## src/rtl/alu_sel_pkg.sv

```systemverilog
// Shared selector definitions for the datapath operand muxes (ALU-A, ALU-B, PC source).
// Maps a selector code to a source kind and a data-source index.
package alu_sel_pkg;

    localparam int unsigned SEL_DATA0      = 0;
    localparam int unsigned SEL_CONST      = 1;
    localparam int unsigned CONST_VAL_DFLT = 4;

    typedef enum logic [1:0] {
        SRC_DATA    = 2'd0,
        SRC_CONST   = 2'd1,
        SRC_ILLEGAL = 2'd2
    } src_kind_t;

    typedef struct packed {
        src_kind_t   kind;
        logic [31:0] idx;
    } src_map_t;

    // Code 0 -> data 0, code 1 -> constant, codes 2..n_data -> data code-1.
    function automatic src_map_t sel_decode(input int unsigned code, input int unsigned n_data);
        src_map_t m;
        m.kind = SRC_ILLEGAL;
        m.idx  = '0;
        if (code == SEL_DATA0) begin
            m.kind = SRC_DATA;
        end else if (code == SEL_CONST) begin
            m.kind = SRC_CONST;
        end else if (code <= n_data) begin
            m.kind = SRC_DATA;
            m.idx  = code - 1;
        end
        return m;
    endfunction

endpackage

```

## src/rtl/alu_b_operand_reg_if.sv

```systemverilog
// Source-side and ALU-side handshake bundle for the registered ALU B-operand stage.
interface alu_b_operand_reg_if #(
    parameter int unsigned WIDTH  = 32,
    parameter int unsigned N_DATA = 3,
    parameter int unsigned SEL_W  = 2,
    parameter int unsigned CNT_W  = 8
);
    logic [SEL_W-1:0]        sel;
    logic [N_DATA*WIDTH-1:0] data_in;
    logic                    in_valid;
    logic                    in_ready;
    logic [WIDTH-1:0]        data_out;
    logic                    out_valid;
    logic                    out_ready;
    logic                    err_sel;
    logic [CNT_W-1:0]        err_cnt;
    logic                    err_clr;

    modport master (
        output sel, data_in, in_valid, out_ready, err_clr,
        input  in_ready, data_out, out_valid, err_sel, err_cnt
    );

    modport slave (
        input  sel, data_in, in_valid, out_ready, err_clr,
        output in_ready, data_out, out_valid, err_sel, err_cnt
    );
endinterface

```

## src/rtl/alu_b_sel_decode.sv

```systemverilog
// Combinational B-operand source select: picks a data source or the constant,
// and flags selector codes that map to no source.
module alu_b_sel_decode
    import alu_sel_pkg::*;
#(
    parameter int unsigned WIDTH     = 32,
    parameter int unsigned N_DATA    = 3,
    parameter int unsigned CONST_VAL = CONST_VAL_DFLT,
    parameter int unsigned SEL_W     = 2
) (
    input  logic [SEL_W-1:0]        i_sel,
    input  logic [N_DATA*WIDTH-1:0] i_data_in,
    output logic [WIDTH-1:0]        o_value,
    output logic                    o_illegal
);

    src_map_t w_map;

    always_comb begin
        w_map     = sel_decode(32'(i_sel), N_DATA);
        o_value   = '0;
        o_illegal = 1'b0;
        case (w_map.kind)
            SRC_CONST: o_value = WIDTH'(CONST_VAL);
            SRC_DATA: begin
                for (int unsigned j = 0; j < N_DATA; j++) begin
                    if (j == w_map.idx) begin
                        o_value = i_data_in[j*WIDTH +: WIDTH];
                    end
                end
            end
            default: o_illegal = 1'b1;
        endcase
    end

endmodule

```

## src/rtl/alu_b_operand_reg.sv

```systemverilog
// Registered ALU B-operand selector: one-entry valid/ready output stage with
// illegal-selector drop, sticky error flag and saturating error counter.
module alu_b_operand_reg
    import alu_sel_pkg::*;
#(
    parameter int unsigned WIDTH     = 32,
    parameter int unsigned N_DATA    = 3,
    parameter int unsigned CONST_VAL = CONST_VAL_DFLT,
    parameter int unsigned SEL_W     = ($clog2(N_DATA + 1) > 0) ? $clog2(N_DATA + 1) : 1,
    parameter int unsigned CNT_W     = 8
) (
    input  logic                 clk,
    input  logic                 reset,
    alu_b_operand_reg_if.slave   bus
);

    logic [WIDTH-1:0] w_value;
    logic             w_illegal;
    logic             w_in_ready;
    logic             w_accept;

    logic [WIDTH-1:0] r_data_out;
    logic             r_out_valid;
    logic             r_err_sel;
    logic [CNT_W-1:0] r_err_cnt;

    alu_b_sel_decode #(
        .WIDTH    (WIDTH),
        .N_DATA   (N_DATA),
        .CONST_VAL(CONST_VAL),
        .SEL_W    (SEL_W)
    ) u_decode (
        .i_sel    (bus.sel),
        .i_data_in(bus.data_in),
        .o_value  (w_value),
        .o_illegal(w_illegal)
    );

    assign w_in_ready = !r_out_valid || bus.out_ready;
    assign w_accept   = bus.in_valid && w_in_ready;

    always_ff @(posedge clk or negedge reset) begin
        if (!reset) begin
            r_data_out  <= '0;
            r_out_valid <= 1'b0;
        end else if (w_accept && !w_illegal) begin
            r_data_out  <= w_value;
            r_out_valid <= 1'b1;
        end else if (bus.out_ready) begin
            // Covers both a plain consume and an illegal accept: the word leaves, data_out stays stale.
            r_out_valid <= 1'b0;
        end
    end

    always_ff @(posedge clk or negedge reset) begin
        if (!reset) begin
            r_err_sel <= 1'b0;
            r_err_cnt <= '0;
        end else if (w_accept && w_illegal) begin
            r_err_sel <= 1'b1;
            if (bus.err_clr) begin
                r_err_cnt <= CNT_W'(1);
            end else if (r_err_cnt != '1) begin
                r_err_cnt <= r_err_cnt + CNT_W'(1);
            end
        end else if (bus.err_clr) begin
            r_err_sel <= 1'b0;
            r_err_cnt <= '0;
        end
    end

    assign bus.in_ready  = w_in_ready;
    assign bus.data_out  = r_data_out;
    assign bus.out_valid = r_out_valid;
    assign bus.err_sel   = r_err_sel;
    assign bus.err_cnt   = r_err_cnt;

endmodule

```

## src/flat_wrapper.sv

```systemverilog
// flat-port wrapper written by rule: the top's interface ports become plain ports
module alu_b_operand_reg_flat import alu_sel_pkg::*;
#(
    parameter int unsigned WIDTH     = 32,
    parameter int unsigned N_DATA    = 3,
    parameter int unsigned CONST_VAL = CONST_VAL_DFLT,
    parameter int unsigned SEL_W     = ($clog2(N_DATA + 1) > 0) ? $clog2(N_DATA + 1) : 1,
    parameter int unsigned CNT_W     = 8
)
  (clk, reset, bus_sel, bus_data_in, bus_in_valid, bus_out_ready, bus_err_clr, bus_in_ready, bus_data_out, bus_out_valid, bus_err_sel, bus_err_cnt);
  alu_b_operand_reg_if #(.WIDTH(WIDTH), .N_DATA(N_DATA), .SEL_W(SEL_W), .CNT_W(CNT_W)) bus_i ();
  input  logic clk;
  input  logic reset;
  input wire logic [$bits(bus_i.sel)-1:0] bus_sel;
  input wire logic [$bits(bus_i.data_in)-1:0] bus_data_in;
  input wire logic [$bits(bus_i.in_valid)-1:0] bus_in_valid;
  input wire logic [$bits(bus_i.out_ready)-1:0] bus_out_ready;
  input wire logic [$bits(bus_i.err_clr)-1:0] bus_err_clr;
  output wire logic [$bits(bus_i.in_ready)-1:0] bus_in_ready;
  output wire logic [$bits(bus_i.data_out)-1:0] bus_data_out;
  output wire logic [$bits(bus_i.out_valid)-1:0] bus_out_valid;
  output wire logic [$bits(bus_i.err_sel)-1:0] bus_err_sel;
  output wire logic [$bits(bus_i.err_cnt)-1:0] bus_err_cnt;
  assign bus_i.sel = bus_sel;
  assign bus_i.data_in = bus_data_in;
  assign bus_i.in_valid = bus_in_valid;
  assign bus_i.out_ready = bus_out_ready;
  assign bus_i.err_clr = bus_err_clr;
  assign bus_in_ready = bus_i.in_ready;
  assign bus_data_out = bus_i.data_out;
  assign bus_out_valid = bus_i.out_valid;
  assign bus_err_sel = bus_i.err_sel;
  assign bus_err_cnt = bus_i.err_cnt;
  alu_b_operand_reg #(.WIDTH(WIDTH), .N_DATA(N_DATA), .CONST_VAL(CONST_VAL), .SEL_W(SEL_W), .CNT_W(CNT_W)) u_core (.clk(clk), .reset(reset), .bus(bus_i));
endmodule
```

## config.mk

```make
export PLATFORM = sky130hd
export DESIGN_NAME = alu_b_operand_reg_flat
export DESIGN_NICKNAME = d
export VERILOG_FILES = /design/src/rtl/alu_sel_pkg.sv /design/src/rtl/alu_b_operand_reg_if.sv /design/src/rtl/alu_b_sel_decode.sv /design/src/rtl/alu_b_operand_reg.sv /design/src/flat_wrapper.sv
export SDC_FILE = /design/constraint.sdc
export NUM_CORES = 1
export LEC_CHECK = 0
export CAP_MARGIN = 10
export CORE_ASPECT_RATIO = 2
export CORE_UTILIZATION = 37
export CTS_CLUSTER_DIAMETER = 30
export CTS_CLUSTER_SIZE = 30
export DETAILED_ROUTE_END_ITERATION = 6
export PLACE_DENSITY = 0.88
export SLEW_MARGIN = 20
export SYNTH_ARGS = -nofsm -noshare
export SYNTH_HDL_FRONTEND = slang
export SYNTH_SLANG_ARGS = --single-unit
```

## constraint.sdc

```tcl
create_clock -name clk -period 1.45 [get_ports clk]
set_clock_uncertainty 0.05 [all_clocks]
set_input_delay 0.145 -clock clk [delete_from_list [all_inputs] [get_ports clk]]
set_output_delay 0.145 -clock clk [all_outputs]
set_load 0.01 [all_outputs]
```

==> qor.yml <==
outcome: "finished with violations"
violations: "DRC"
path_delay_family: "buffers and inverters"
grt_pass1_wl_mm: 10.6
grt_max_degree: 32
vias: 2111
critPathMaxStageDelay_ns: 0.59
p_comb_frac: 0.348
grt_pass1_vias: 2270
die_y_um: 113
ir_drop_mv: 0.590
cts_root_buf: "clkbuf_16"
pwr-share-seq: 0.333
die_area_um2: 6490
crit_chain: "clkdlybuf4s50_1"
area_growth_pct: 65.3
grt_use_total: 0.215
routed_via_density: 5.36
portBuffers: 135
synth_compound_area_frac: 0.302
synth_area_per_cell_um2: 11.6
nets: 433
arrival_ns: 1.21
synthMuxAreaShare: 0.210
final.setup.tns_ns: 0
slew_viol_final: 0
gr-total-overflow: 0
min_period_ns: 1.40
relSlewSlack: 0.283
n_antenna_cell: 0
r2r_end: "u_core.bus.data_out[17]$_DFFE_PN0P_"
dp_hpwl_mm: 5.12
drtIter0Drc: 68
synth-simple-area-share: 0.0198
final_common_cell: "clkdlybuf4s50_1"
power.density_nw_per_um2: 914
r2r_slack_ns: 0.26
synth_cell_types: 18
clock_latency_ns: 0.27
p_leak_nw: 1.54
rr_worst_depth: 4
path_clk_slew_ns: 0.05
antenna_found_initial: 0
synth_seq_cells: 33
crit_slowest_cell: "clkdlybuf4s50_1"
die_x_um: 57.5
cts_buffer_depth: 2
placementRows: 40
syn_area_um2: 2280
cts_buffers: 5
cts_setup_buffers: 0
r2r-start: "u_core.bus.out_valid$_DFFE_PN0P_"
maxCapViolCount: 0
wl_per_cell_um: 17.4
intPower_w: 0.00252
whs_ns: 0.282
p_clk_frac: 0.319
initial_core_util: 0.382
path_class: "flip-flop to output pin"
hp-class: "input port to asynchronous set/reset pin"
cts_sinks: 33
yosys.area_share.xor_xnor: 0
power_switching_share: 0.268
fin_util: 0.632
drive_gt1_frac: 0.263
p_sw_w: 0.000924
htreeDepth: 2
pin_count: 146
mostFrequentLayoutCells: "clkdlybuf4s50_1 (130), a21oi_1 (63), dfrtp_1 (33)"
synth_top_family_by_area: "compound AO/OA/AOI/OAI gates"
worst_pin_slew_ns: 1.07
setup_violations: 0
timing.final.crit_share: 0.967
start_kind: "flip-flop"
seq_area_frac_synth: 0.363
synth_warnings: 0
critPathRequiredTime_ns: 1.25
path_max_fanout: 2
route.detailed.drc: 11
grt_setup_unrepaired: "false"
fillers: 478
routabilityCongestion: 0.792
cts_tree: "yes"
syn_inst: 197
synth-adder-area-share: 0
path_buf_inv: 1
core_um2: 5960
worst_setup_path_end_kind: "output pin"
drtAntennaViolNets: 0
hold_viol: 0
first_pass_iters: 6
totalWireLength_mm: 6.86
max_freq_ghz: 0.713
-- layer usage --
metal	wire length, um	GRT usage	vias up
met5	0	0	-
met4	214	0.104	0
met3	380	0.0320	14
met2	3870	0.413	97
met1	2390	0.213	1021
li1	-	-	979
-- cells by family (layout without fill, tap and decap cells) --
| logic type | Yosys count | count (layout) |
|---|---|---|
| compound gates | 94 | 94 |
| mux | 33 | 33 |
| flops | 33 | 33 |
| buf+inv | 31 | 156 |
| simple gates | 5 | 6 |
| other cells | 1 | 9 |
-- Yosys cell counts (all sizes together) --
master / count / area (um2)
a21oi: 63 / 315
a22oi: 31 / 373
and2: 1 / 8.76
buf: 23 / 194
clkbuf: 8 / 41.3
conb: 1 / 3.75
dfrtp: 33 / 826
mux2: 32 / 469
mux2i: 1 / 10.0
nand2b: 2 / 20.0
nor2: 1 / 11.3
nor3: 1 / 5.00
-- repair_timing --
item                                    4_1_cts  5_1_grt
cloned                                        0        1
pin swaps                                     0        1
hold endpoints to repair                     16        0
endpoints found under the setup margin        1        6
hold buffers                                  1        0
gates resized for setup                       1        1
-- how the worst max path moves through the flow --
stage                                                   start                             endpoint  slack (ns)  depth (start not counted)
after floorplan              u_core.bus.out_valid$_DFFE_PN0P_   u_core.bus.data_out[2]$_DFFE_PN0P_        0.15                          5
after global placement                             bus_sel[1]   u_core.bus.data_out[6]$_DFFE_PN0P_       -0.13                          4
after detailed placement                           bus_sel[1]   u_core.bus.data_out[6]$_DFFE_PN0P_       -0.21                          4
after CTS                    u_core.bus.out_valid$_DFFE_PN0P_                        bus_out_valid        0.03                          1
after global routing                               bus_sel[0]  u_core.bus.data_out[17]$_DFFE_PN0P_       0.002                          4
final                     u_core.bus.data_out[25]$_DFFE_PN0P_                     bus_data_out[25]        0.05                          1
-- state kept, by name (all words and copies together), names as in the netlist --
name,cells
u_core.bus.out_valid,1
u_core.bus.data_out,32
-- per-stage QoR --
stage / area (um2) / cells / total power, W / setup slack [ns]
floorplan: 2310 / 205 / 0.00170 / 0.147
global placement: 3590 / 384 / 0.00232 / -0.131
detailed placement: 3590 / 384 / 0.00236 / -0.212
CTS: 3760 / 393 / 0.00346 / 0.0316
global route: 3760 / 394 / 0.00359 / 0.00183
finish: 3760 / 394 / 0.00344 / 0.0478
-- power by group through the flow --
stage / Sequential [W] / Combinational (W) / Clock (W)
2_1_floorplan: 0.00122 / 0.000478 / 0
3_3_place_gp: 0.00115 / 0.00117 / 0
3_5_place_dp: 0.00116 / 0.00120 / 0
4_1_cts: 0.00115 / 0.00120 / 0.00111
5_1_grt: 0.00116 / 0.00127 / 0.00115
6_report: 0.00115 / 0.00120 / 0.00110
-- area by class of cell --
type	count	area, um2	area share
tap	63	78.8	0.0209
multi-input combinational	142	1250	0.333
clock inverter	1	5.00	0.00133
timing repair buffer	148	1450	0.385
sequential	33	826	0.219
clock buffer	7	153	0.0405
(Power assumes the default switching activity.)
==> RTL change (same flow settings) <==
Reset style: synchronous (`reset`), changed in 2 clocked blocks.
--- a/src/rtl/alu_b_operand_reg.sv
+++ b/src/rtl/alu_b_operand_reg.sv
@@ -40,5 +40,5 @@
     assign w_accept   = bus.in_valid && w_in_ready;
 
-    always_ff @(posedge clk or negedge reset) begin
+    always_ff @(posedge clk) begin
         if (!reset) begin
             r_data_out  <= '0;
@@ -53,5 +53,5 @@
     end
 
-    always_ff @(posedge clk or negedge reset) begin
+    always_ff @(posedge clk) begin
         if (!reset) begin
             r_err_sel <= 1'b0;
Check against the original RTL: differs if reset is asserted again (counterexample within 4 cycles, from zero or initial values and one cycle with reset low); with reset held inactive, the same outputs for 10 cycles.
==> RTL change against the original RTL <==
Via count fell by 8.8%; power fell by 21%; sequential cell count did not move; highest routed layer unchanged; cell area fell by 7.2%; non-clock buffer count fell by 5; setup slack got worse by 0.022 ns; worst hold slack got worse by 0.065 ns; final cell count fell by 1.3%; clock power fell by 19%; die area fell by 9.5%; synthesized area fell by 9.7%; wire length fell by 14%.
==> RTL change: results (changes against the original RTL) <==
* Run status: finished, final reports clean
* Layout cells sized above 1 at 15.81% (-10 points)
* R2R Setup Slk at 0.12 ns (-0.14 ns)
* Number of unique standard cell types used by synthesis at 25 (+7)
* WHS at 0.2171 ns (-0.06483 ns)
* GR met1 Demand/Resource at 21.17% (-0.10 points)
* Reg-to-reg endpoint: u_core.bus.data_out[6]$_SDFFE_PN0P_
* Worst flop-to-flop path startpoint: u_core.bus.out_valid$_SDFFE_PN0P_
* Count of filler cells inserted in the layout at 436 (-8.8%)
* Most frequent cells after synthesis: sky130_fd_sc_hd__dfxtp_1, sky130_fd_sc_hd__mux2i_1, sky130_fd_sc_hd__nand2_1, sky130_fd_sc_hd__o21ai_1, sky130_fd_sc_hd__o2bb2ai_2
* Met3 Routed Length at 319 um (-16%)
* Critical path arrival at 1.23 ns (+0.02 ns)
* Weighted congestion reported at the end of routability-driven placement at 0.9749 (+23%)
* Remaining max-slew budget at the tightest pin at 65.87% (+38 points)
* Hold/Removal Path Class: input port to register
* Critical path endpoint: bus_data_out[31]
* Most area-consuming cells after synthesis: sky130_fd_sc_hd__dfxtp_1, sky130_fd_sc_hd__o2bb2ai_2, sky130_fd_sc_hd__mux2i_1
* Drt via density at 4.951 (-7.6%)
* Net count, final at 431 (-0.46%)
* Number of global-route vias before repair at 1952 (-14%)
* First-pass GRT wire length at 8.804 mm (-17%)
* Detailed-router iteration count before antenna repair at 4 (-2)
* Peak supply drop at 0.6862 mV (+16%)
* DRC marker count from the first detailed-route iteration at 21 (-69%)
* Placement-stage worst setup slack at -0.1340 ns (+0.07848 ns)
* Cell area after placement at 0.003372 sq mm (-6.1%)
* Clock root buffer master: sky130_fd_sc_hd__clkbuf_8
* Fraction of synthesis flops using an asynchronous set or reset pin at 0% (-100 points)
* Clock Pin Slew Worst Setup and Hold Paths at 0.07 ns (+0.02 ns)
* GR Layer Usage met2 at 36.92% (-4.4 points)
* Met3 track utilization from global routing at 2.966% (-0.23 points)
* Average routed wire per standard cell at 15.11 um (-13%)
* Static power due to leakage at 0.001431 uW (-7.2%)
* Cell count after placement at 381 (-0.78%)
* Detailed-placement wirelength estimate at 4.696 mm (-8.3%)
* Critical path startpoint: u_core.bus.data_out[31]$_SDFFE_PN0P_
* Wire length reported by the detailed router at 5.876 mm (-14%)
* Global-route total usage across every layer at 20.63% (-0.83 points)
-- RTL change: power by group --
part	switching (uW)	leakage (uW)	internal, uW	total (uW)
logic	306	0.00110	492	798
registers	48.4	0.000271	970	1020
clock network	334	0.0000585	560	895
total	688	0.00143	2020	2710
-- RTL change: cell type report --
| type | count | area (sq um) | share of cell area, % |
|---|---|---|---|
| clock buffers | 7 | 86.33 | 2.470 |
| flip-flops and latches | 33 | 660.6 | 18.90 |
| well taps | 60 | 75.07 | 2.148 |
| clock inverters | 1 | 30.03 | 0.8593 |
| inverters | 2 | 7.507 | 0.2148 |
| repair buffers | 143 | 1458 | 41.71 |
| multi-input cells | 143 | 1177 | 33.69 |
-- RTL change: kinds of logic after synthesis --
| logic type | Yosys count | synth area share (%) |
|---|---|---|
| mux | 32 | 15.58 |
| simple gates | 36 | 7.730 |
| buf+inv | 29 | 12.60 |
| other cells | 1 | 0.1824 |
| compound gates | 66 | 31.77 |
| flops | 33 | 32.14 |
